===== src/rtl/uart_transmitter_fifo.sv =====
// uart_transmitter_fifo
// FIFO-buffered UART transmitter. Bytes written with rx_new_byte are queued
// and serialised back to back: start bit, data_bits data bits (LSB first),
// optional parity bit, stop_bits stop bits. Bit period is
// comm_clk_frequency/baud_rate clocks.
// Optional feature macro: UART_TX_PARITY_EN (inserts the parity bit; parity
// sense chosen by parity_odd). Default build has no parity bit.
// The line output is registered from the current FSM state, so the line
// trails the FSM by one clock. tx_done is registered the same way, which
// puts its pulse on the line's last stop-bit clock.

module uart_transmitter_fifo #(
  parameter int unsigned comm_clk_frequency = 100000000,
  parameter int unsigned baud_rate          = 115200,
  parameter int unsigned data_bits          = 8,
  parameter int unsigned stop_bits          = 1,
  parameter int unsigned fifo_depth_log2    = 4,
  parameter bit          parity_odd         = 1'b0
) (
  input  logic                     clk,
  input  logic                     rst_n,
  output logic                     uart_tx,
  input  logic                     rx_new_byte,
  input  logic [7:0]               rx_byte,
  output logic                     tx_ready,
  output logic [fifo_depth_log2:0] fifo_level,
  output logic                     tx_busy,
  output logic                     tx_done,
  output logic                     overflow
);

  localparam int unsigned AW         = fifo_depth_log2;
  localparam int unsigned DEPTH      = 2 ** AW;
  localparam int unsigned BIT_PERIOD = comm_clk_frequency / baud_rate;
  localparam logic [15:0] BAUD_DELAY = 16'(BIT_PERIOD - 1);
  localparam logic [2:0]  LAST_DATA  = 3'(data_bits - 1);
  localparam logic [2:0]  LAST_STOP  = 3'(stop_bits - 1);
  localparam logic [7:0]  DATA_MASK  = 8'((32'd1 << data_bits) - 32'd1);
  localparam logic [AW:0] FULL_LEVEL = {1'b1, {AW{1'b0}}};

  typedef enum logic [2:0] {
    IDLE,
    START,
    DATA,
`ifdef UART_TX_PARITY_EN
    PARITY,
`endif
    STOP
  } state_e;

  // FIFO storage and pointers (extra MSB distinguishes full from empty)
  logic [7:0]  fifo_mem [DEPTH];
  logic [AW:0] wr_ptr_q, wr_ptr_d;
  logic [AW:0] rd_ptr_q, rd_ptr_d;
  logic [AW:0] level;
  logic        fifo_full;
  logic        fifo_empty;
  logic        push;
  logic        pop;
  logic        overflow_q, overflow_d;

  // Transmit FSM state
  state_e      state_q, state_d;
  logic [15:0] baud_cnt_q, baud_cnt_d;
  logic [2:0]  bit_cnt_q, bit_cnt_d;
  logic [8:0]  shift_q, shift_d;
  logic        uart_tx_q, uart_tx_d;
  logic        tx_busy_q, tx_busy_d;
  logic        tx_done_q, tx_done_d;
  logic        bit_end;

  // Head-of-FIFO word: masked data with the parity bit placed just above it
  logic [7:0]  head_byte;
  logic [7:0]  head_data;
  logic        head_parity;
  logic [8:0]  head_word;

  assign level      = wr_ptr_q - rd_ptr_q;
  assign fifo_full  = (level == FULL_LEVEL);
  assign fifo_empty = (level == '0);
  assign push       = rx_new_byte && !fifo_full;

  assign head_byte   = fifo_mem[rd_ptr_q[AW-1:0]];
  assign head_data   = head_byte & DATA_MASK;
  assign head_parity = (^head_data) ^ parity_odd;
  assign head_word   = {1'b0, head_data} | ({8'b0, head_parity} << data_bits);

  assign uart_tx    = uart_tx_q;
  assign tx_ready   = !fifo_full;
  assign fifo_level = level;
  assign tx_busy    = tx_busy_q;
  assign tx_done    = tx_done_q;
  assign overflow   = overflow_q;

  // Pointer advance on push/pop; sticky overflow on a write into a full FIFO
  always_comb begin
    wr_ptr_d   = wr_ptr_q + {{AW{1'b0}}, push};
    rd_ptr_d   = rd_ptr_q + {{AW{1'b0}}, pop};
    overflow_d = overflow_q | (rx_new_byte & fifo_full);
  end

  // FIFO pointer and overflow registers
  always_ff @(posedge clk or negedge rst_n) begin
    if (!rst_n) begin
      wr_ptr_q   <= '0;
      rd_ptr_q   <= '0;
      overflow_q <= 1'b0;
    end else begin
      wr_ptr_q   <= wr_ptr_d;
      rd_ptr_q   <= rd_ptr_d;
      overflow_q <= overflow_d;
    end
  end

  // FIFO data storage (no reset needed, pointers define validity)
  always_ff @(posedge clk) begin
    if (push) begin
      fifo_mem[wr_ptr_q[AW-1:0]] <= rx_byte;
    end
  end

  // Frame sequencing, bit timing and next line value
  always_comb begin
    state_d    = state_q;
    baud_cnt_d = baud_cnt_q;
    bit_cnt_d  = bit_cnt_q;
    shift_d    = shift_q;
    tx_busy_d  = tx_busy_q;
    tx_done_d  = 1'b0;
    pop        = 1'b0;
    uart_tx_d  = 1'b1;
    bit_end    = (baud_cnt_q == BAUD_DELAY);

    case (state_q)
      IDLE: begin
        uart_tx_d = 1'b1;
        if (!fifo_empty) begin
          pop        = 1'b1;
          shift_d    = head_word;
          baud_cnt_d = '0;
          bit_cnt_d  = '0;
          tx_busy_d  = 1'b1;
          state_d    = START;
        end
      end

      START: begin
        uart_tx_d = 1'b0;
        if (bit_end) begin
          baud_cnt_d = '0;
          bit_cnt_d  = '0;
          state_d    = DATA;
        end else begin
          baud_cnt_d = baud_cnt_q + 16'd1;
        end
      end

      DATA: begin
        uart_tx_d = shift_q[0];
        if (bit_end) begin
          baud_cnt_d = '0;
          shift_d    = {1'b1, shift_q[8:1]};
          if (bit_cnt_q == LAST_DATA) begin
            bit_cnt_d = '0;
`ifdef UART_TX_PARITY_EN
            state_d   = PARITY;
`else
            state_d   = STOP;
`endif
          end else begin
            bit_cnt_d = bit_cnt_q + 3'd1;
          end
        end else begin
          baud_cnt_d = baud_cnt_q + 16'd1;
        end
      end

`ifdef UART_TX_PARITY_EN
      PARITY: begin
        uart_tx_d = shift_q[0];
        if (bit_end) begin
          baud_cnt_d = '0;
          bit_cnt_d  = '0;
          state_d    = STOP;
        end else begin
          baud_cnt_d = baud_cnt_q + 16'd1;
        end
      end
`endif

      STOP: begin
        uart_tx_d = 1'b1;
        if (bit_end) begin
          baud_cnt_d = '0;
          if (bit_cnt_q == LAST_STOP) begin
            bit_cnt_d = '0;
            tx_done_d = 1'b1;
            // Chain straight into the next start bit when data is waiting
            if (!fifo_empty) begin
              pop     = 1'b1;
              shift_d = head_word;
              state_d = START;
            end else begin
              tx_busy_d = 1'b0;
              state_d   = IDLE;
            end
          end else begin
            bit_cnt_d = bit_cnt_q + 3'd1;
          end
        end else begin
          baud_cnt_d = baud_cnt_q + 16'd1;
        end
      end

      default: begin
        uart_tx_d = 1'b1;
        state_d   = IDLE;
      end
    endcase
  end

  // FSM state and registered outputs
  always_ff @(posedge clk or negedge rst_n) begin
    if (!rst_n) begin
      state_q    <= IDLE;
      baud_cnt_q <= '0;
      bit_cnt_q  <= '0;
      shift_q    <= '1;
      uart_tx_q  <= 1'b1;
      tx_busy_q  <= 1'b0;
      tx_done_q  <= 1'b0;
    end else begin
      state_q    <= state_d;
      baud_cnt_q <= baud_cnt_d;
      bit_cnt_q  <= bit_cnt_d;
      shift_q    <= shift_d;
      uart_tx_q  <= uart_tx_d;
      tx_busy_q  <= tx_busy_d;
      tx_done_q  <= tx_done_d;
    end
  end

endmodule


===== config.mk =====
export PLATFORM = sky130hd
export DESIGN_NAME = uart_transmitter_fifo
export DESIGN_NICKNAME = d
export VERILOG_FILES = /design/src/rtl/uart_transmitter_fifo.sv
export SDC_FILE = /design/constraint.sdc
export NUM_CORES = 1
export LEC_CHECK = 0
export BUFFER_PORTS_ARGS = -buffer_cell sky130_fd_sc_hd__buf_2
export CORE_ASPECT_RATIO = 1.1
export CORE_MARGIN = 2
export CORE_UTILIZATION = 40
export CTS_CLUSTER_SIZE = 20
export DETAILED_ROUTE_END_ITERATION = 8
export GPL_TIMING_DRIVEN = 0
export PLACE_DENSITY_LB_ADDON = 0.3
export SETUP_SLACK_MARGIN = 0.3
export SLEW_MARGIN = 30
export SYNTH_ARGS = -nofsm -noshare
export SYNTH_HDL_FRONTEND = slang
export SYNTH_SLANG_ARGS = --single-unit

===== constraint.sdc =====
create_clock -name clk -period 4.6 [get_ports clk]
set_clock_uncertainty 0.1 [all_clocks]
set_input_delay 0 -clock clk [delete_from_list [all_inputs] [get_ports clk]]
set_output_delay 0 -clock clk [all_outputs]
set_load 0.1 [all_outputs]

==> flow_summary.json <==
{
  "start_util_pct": 40.9,
  "antenna_left": 0,
  "synth_fa_ha_area_share_pct": 3.09,
  "nets": 575,
  "yosysWarnings": 0,
  "startpoint_type": "register",
  "cts_tree": "built",
  "io_buffers": 20,
  "hp-class": "in -> async",
  "cpMostUsedCell": "clkbuf_2",
  "yosys_register_bits": 172,
  "path_clk_slew_ns": 0.07,
  "cts_made_buffers": 17,
  "synth_compound_area_share_pct": 7.74,
  "fp.dieH_um": 148,
  "vias": 4337,
  "async_flop_share_pct": 25.6,
  "drt-total-wl_um": 15700,
  "worstPathArrival_ns": 3.87,
  "postSynthAreaPerCell_um2": 15.2,
  "cts-root-buf": "clkbuf_16",
  "synth_ff_type": "edfxtp_1",
  "synthSimpleGateAreaFrac_pct": 8.69,
  "diodes": 0,
  "synthDominantCellAreaShare_pct": 51.1,
  "worstMarginPinSlew_ns": 0.771,
  "remaining_drc_errors": 0,
  "pin_count": 21,
  "layout_min_cycle_time_ns": 3.92,
  "clockBufferDepth": 2,
  "synth_top_family_by_area": "multiplexers",
  "synthTopCellsByCount": "edfxtp_1, dfrtp_1, mux4_2",
  "achievable-frequency_mhz": 255,
  "finalHoldViolations": 1,
  "p_leak_nw": 3.08,
  "post-route-util_pct": 47.3,
  "drt_iter0_drc": 224,
  "cpPeakStageDelay_ns": 0.69,
  "synth-edff-count": 128,
  "hpwlAfterDp_um": 10500,
  "syn_area_um2": 7530,
  "finalCritPeriodShare_pct": 85.3,
  "whs_ns": -0.0000205,
  "core_um2": 18400,
  "maxSlewViolCount": 0,
  "critPathTopFamily": "simple AND/OR/NAND/NOR gates",
  "synth_top_area_cell": "edfxtp_1",
  "clock_latency_ns": 0.42,
  "syn2layout_area_growth_pct": 15.8,
  "total_power_mw": 6.41,
  "vias_per_cell": 5.42,
  "yosysSeqAreaShare_pct": 65.8,
  "maxCapViolCount": 0,
  "synth_area_leaders": "edfxtp_1, dfrtp_1, mux4_2",
  "drive_above_1_share_pct": 24.6,
  "status": "complete, but fails checks",
  "dieArea_um2": 19900,
  "synthMuxAreaShare_pct": 10.8,
  "cp-end-kind": "register",
  "path_cells": "clkbuf_2, clkbuf_2, inv_1, ha_1, nand2b_1, a21boi_0, o21ai_0, and2_1, or4_1, clkbuf_2, nand4_1, nor2_1",
  "slowest_stage": "nor2_1",
  "r2r_setup_slack_ns": 0.68,
  "ir_worst_vdd_mv": 1.51,
  "first_pass_iters": 4,
  "max_slew_margin_pct": 48.4,
  "cp_data_required_time_ns": 4.55,
  "syn-num-nets": 524,
  "grt.overflow.total": 0,
  "cp_max_fo": 10,
  "synth-xor-area-share_pct": 1.75,
  "grt_pass1_wl_um": 24800,
  "critical_path_class": "reg -> reg",
  "synth_most_common_cell": "edfxtp_1",
  "grtUsageTotal_pct": 16.8,
  "yosysUniqueCellTypes": 58,
  "grt_start_max_net_pins": 45,
  "rsz0062_at_grt": "no",
  "setup_tns_ns": 0,
  "place.gp.congestion": 0.792,
  "rows": 52,
  "grt_pass1_vias": 4522,
  "setup_violations": 0,
  "violations": "hold timing",
  "avgRoutedWirePerCell_um": 19.7,
  "cts_sinks": 172,
  "ctsHtreeMaxLevel": 4,
  "die_x_um": 135,
  "crit_buf_inv": 4,
  "antenna_found_initial": 0,
  "syn-instance-count": 495,
  "p_per_area_nw_per_um2": 736
}
[stage by stage]
step           instance area, µm²  hold slack (ns)  setup WS [ns]  cells
5_1_grt                      8720           0.0691          0.344    800
4_1_cts                      8640           0.0297          0.342    798
6_report                     8720       -0.0000205          0.676    800
2_1_floorplan                7570           -0.396          0.298    495
3_3_place_gp                 7970            0.119         -0.144    758
3_5_place_dp                 7980          -0.0565         0.0908    758
[worst register-to-register path, cell delays in order, from the launching register on]
cell and delay [ns]:
dfrtp_1 0.33, clkbuf_2 0.25, clkbuf_2 0.38, inv_1 0.08
ha_1 0.37, nand2b_1 0.10, a21boi_0 0.10, o21ai_0 0.33
and2_1 0.22, or4_1 0.13, clkbuf_2 0.19, nand4_1 0.29
nor2_1 0.69
[final timing paths]
kind | start | to | depth (start not counted)
setup / recovery | rd_ptr_q[2] | fifo_mem[5][2] | 12
hold / removal | rst_n | baud_cnt_q[10] | 2
setup reg to reg | rd_ptr_q[2] | fifo_mem[5][2] | 12
hold reg to reg | shift_q[7] | shift_q[7] | 2
max in group asynchronous | rst_n | shift_q[2] | 2
min in group clk | rx_new_byte | overflow | 4
[flip-flops by register name, summed over array words and instances, names as in the netlist]
register and flops:
fifo_mem 128, tx_done 1, shift_q 9, overflow 1, tx_busy 1, bit_cnt_q 3, wr_ptr_q 5, uart_tx 1
state_q 2, rd_ptr_q 5, baud_cnt_q 16
[placed cells by master, fill, tap and decap left out, types with 4 or more instances in the layout]
| cell type | n |
|---|---|
| nand4_1 | 6 |
| a21oi_1 | 10 |
| clkbuf_16 | 17 |
| nand2b_1 | 5 |
| dlygate4sd3_1 | 10 |
| a22oi_1 | 16 |
| o21ai_1 | 6 |
| edfxtp_1 | 128 |
| ha_1 | 17 |
| nor2_2 | 9 |
| o31ai_1 | 10 |
| buf_2 | 23 |
| dfrtp_1 | 34 |
| mux2i_1 | 9 |
| mux4_2 | 32 |
| clkbuf_1 | 10 |
| nand3_1 | 18 |
| o21ai_0 | 22 |
| xnor2_1 | 11 |
| nor2b_1 | 4 |
| dfstp_2 | 10 |
| nor2_1 | 16 |
| inv_1 | 18 |
| nand2_1 | 30 |
[what timing repair did]
| action | in CTS | in global routing |
|---|---|---|
| hold buffers | 10 | 0 |
| pin swaps | 0 | 2 |
| buffers inserted | 0 | 2 |
| resized for setup | 7 | 11 |
| endpoints found under the setup margin | 137 | 100 |
| hold endpoints to repair | 174 | 0 |
[kinds of logic (layout without fill, tap and decap cells)]
family	count (synthesis)	count (layout)
DFF	172	172
and+or+nand+nor	126	126
xor gates and xnor gates	15	15
adders and majority gates	18	18
muxes	41	41
AOI/OAI and AO/OA	84	84
buffers and inverters	39	101
[per-layer routing]
metal,track usage [%],part of all wire (%),wire [µm]
met1,21.6,43,6720
met2,28.8,53,8320
met3,3.88,3.4,529
met4,4.00,1.0,159
met5,0,0,0
[area by class of cell]
class | count | area (µm²)
Sequential cell | 172 | 4960
Multi-Input combinational cell | 284 | 2510
Tap cell | 243 | 304
Clock buffer | 17 | 425
Timing Repair Buffer | 32 | 243
Buffer | 21 | 95.1
Inverter | 18 | 67.6
Fill cell | 1592 | 9700
Clock inverter | 13 | 118
[power breakdown]
part	switching, mW	internal (mW)	total [mW]
Clock	0.606	0.741	1.35
Sequential	0.141	1.97	2.11
Combinational	1.92	1.03	2.96
(Power assumes the default switching activity.)
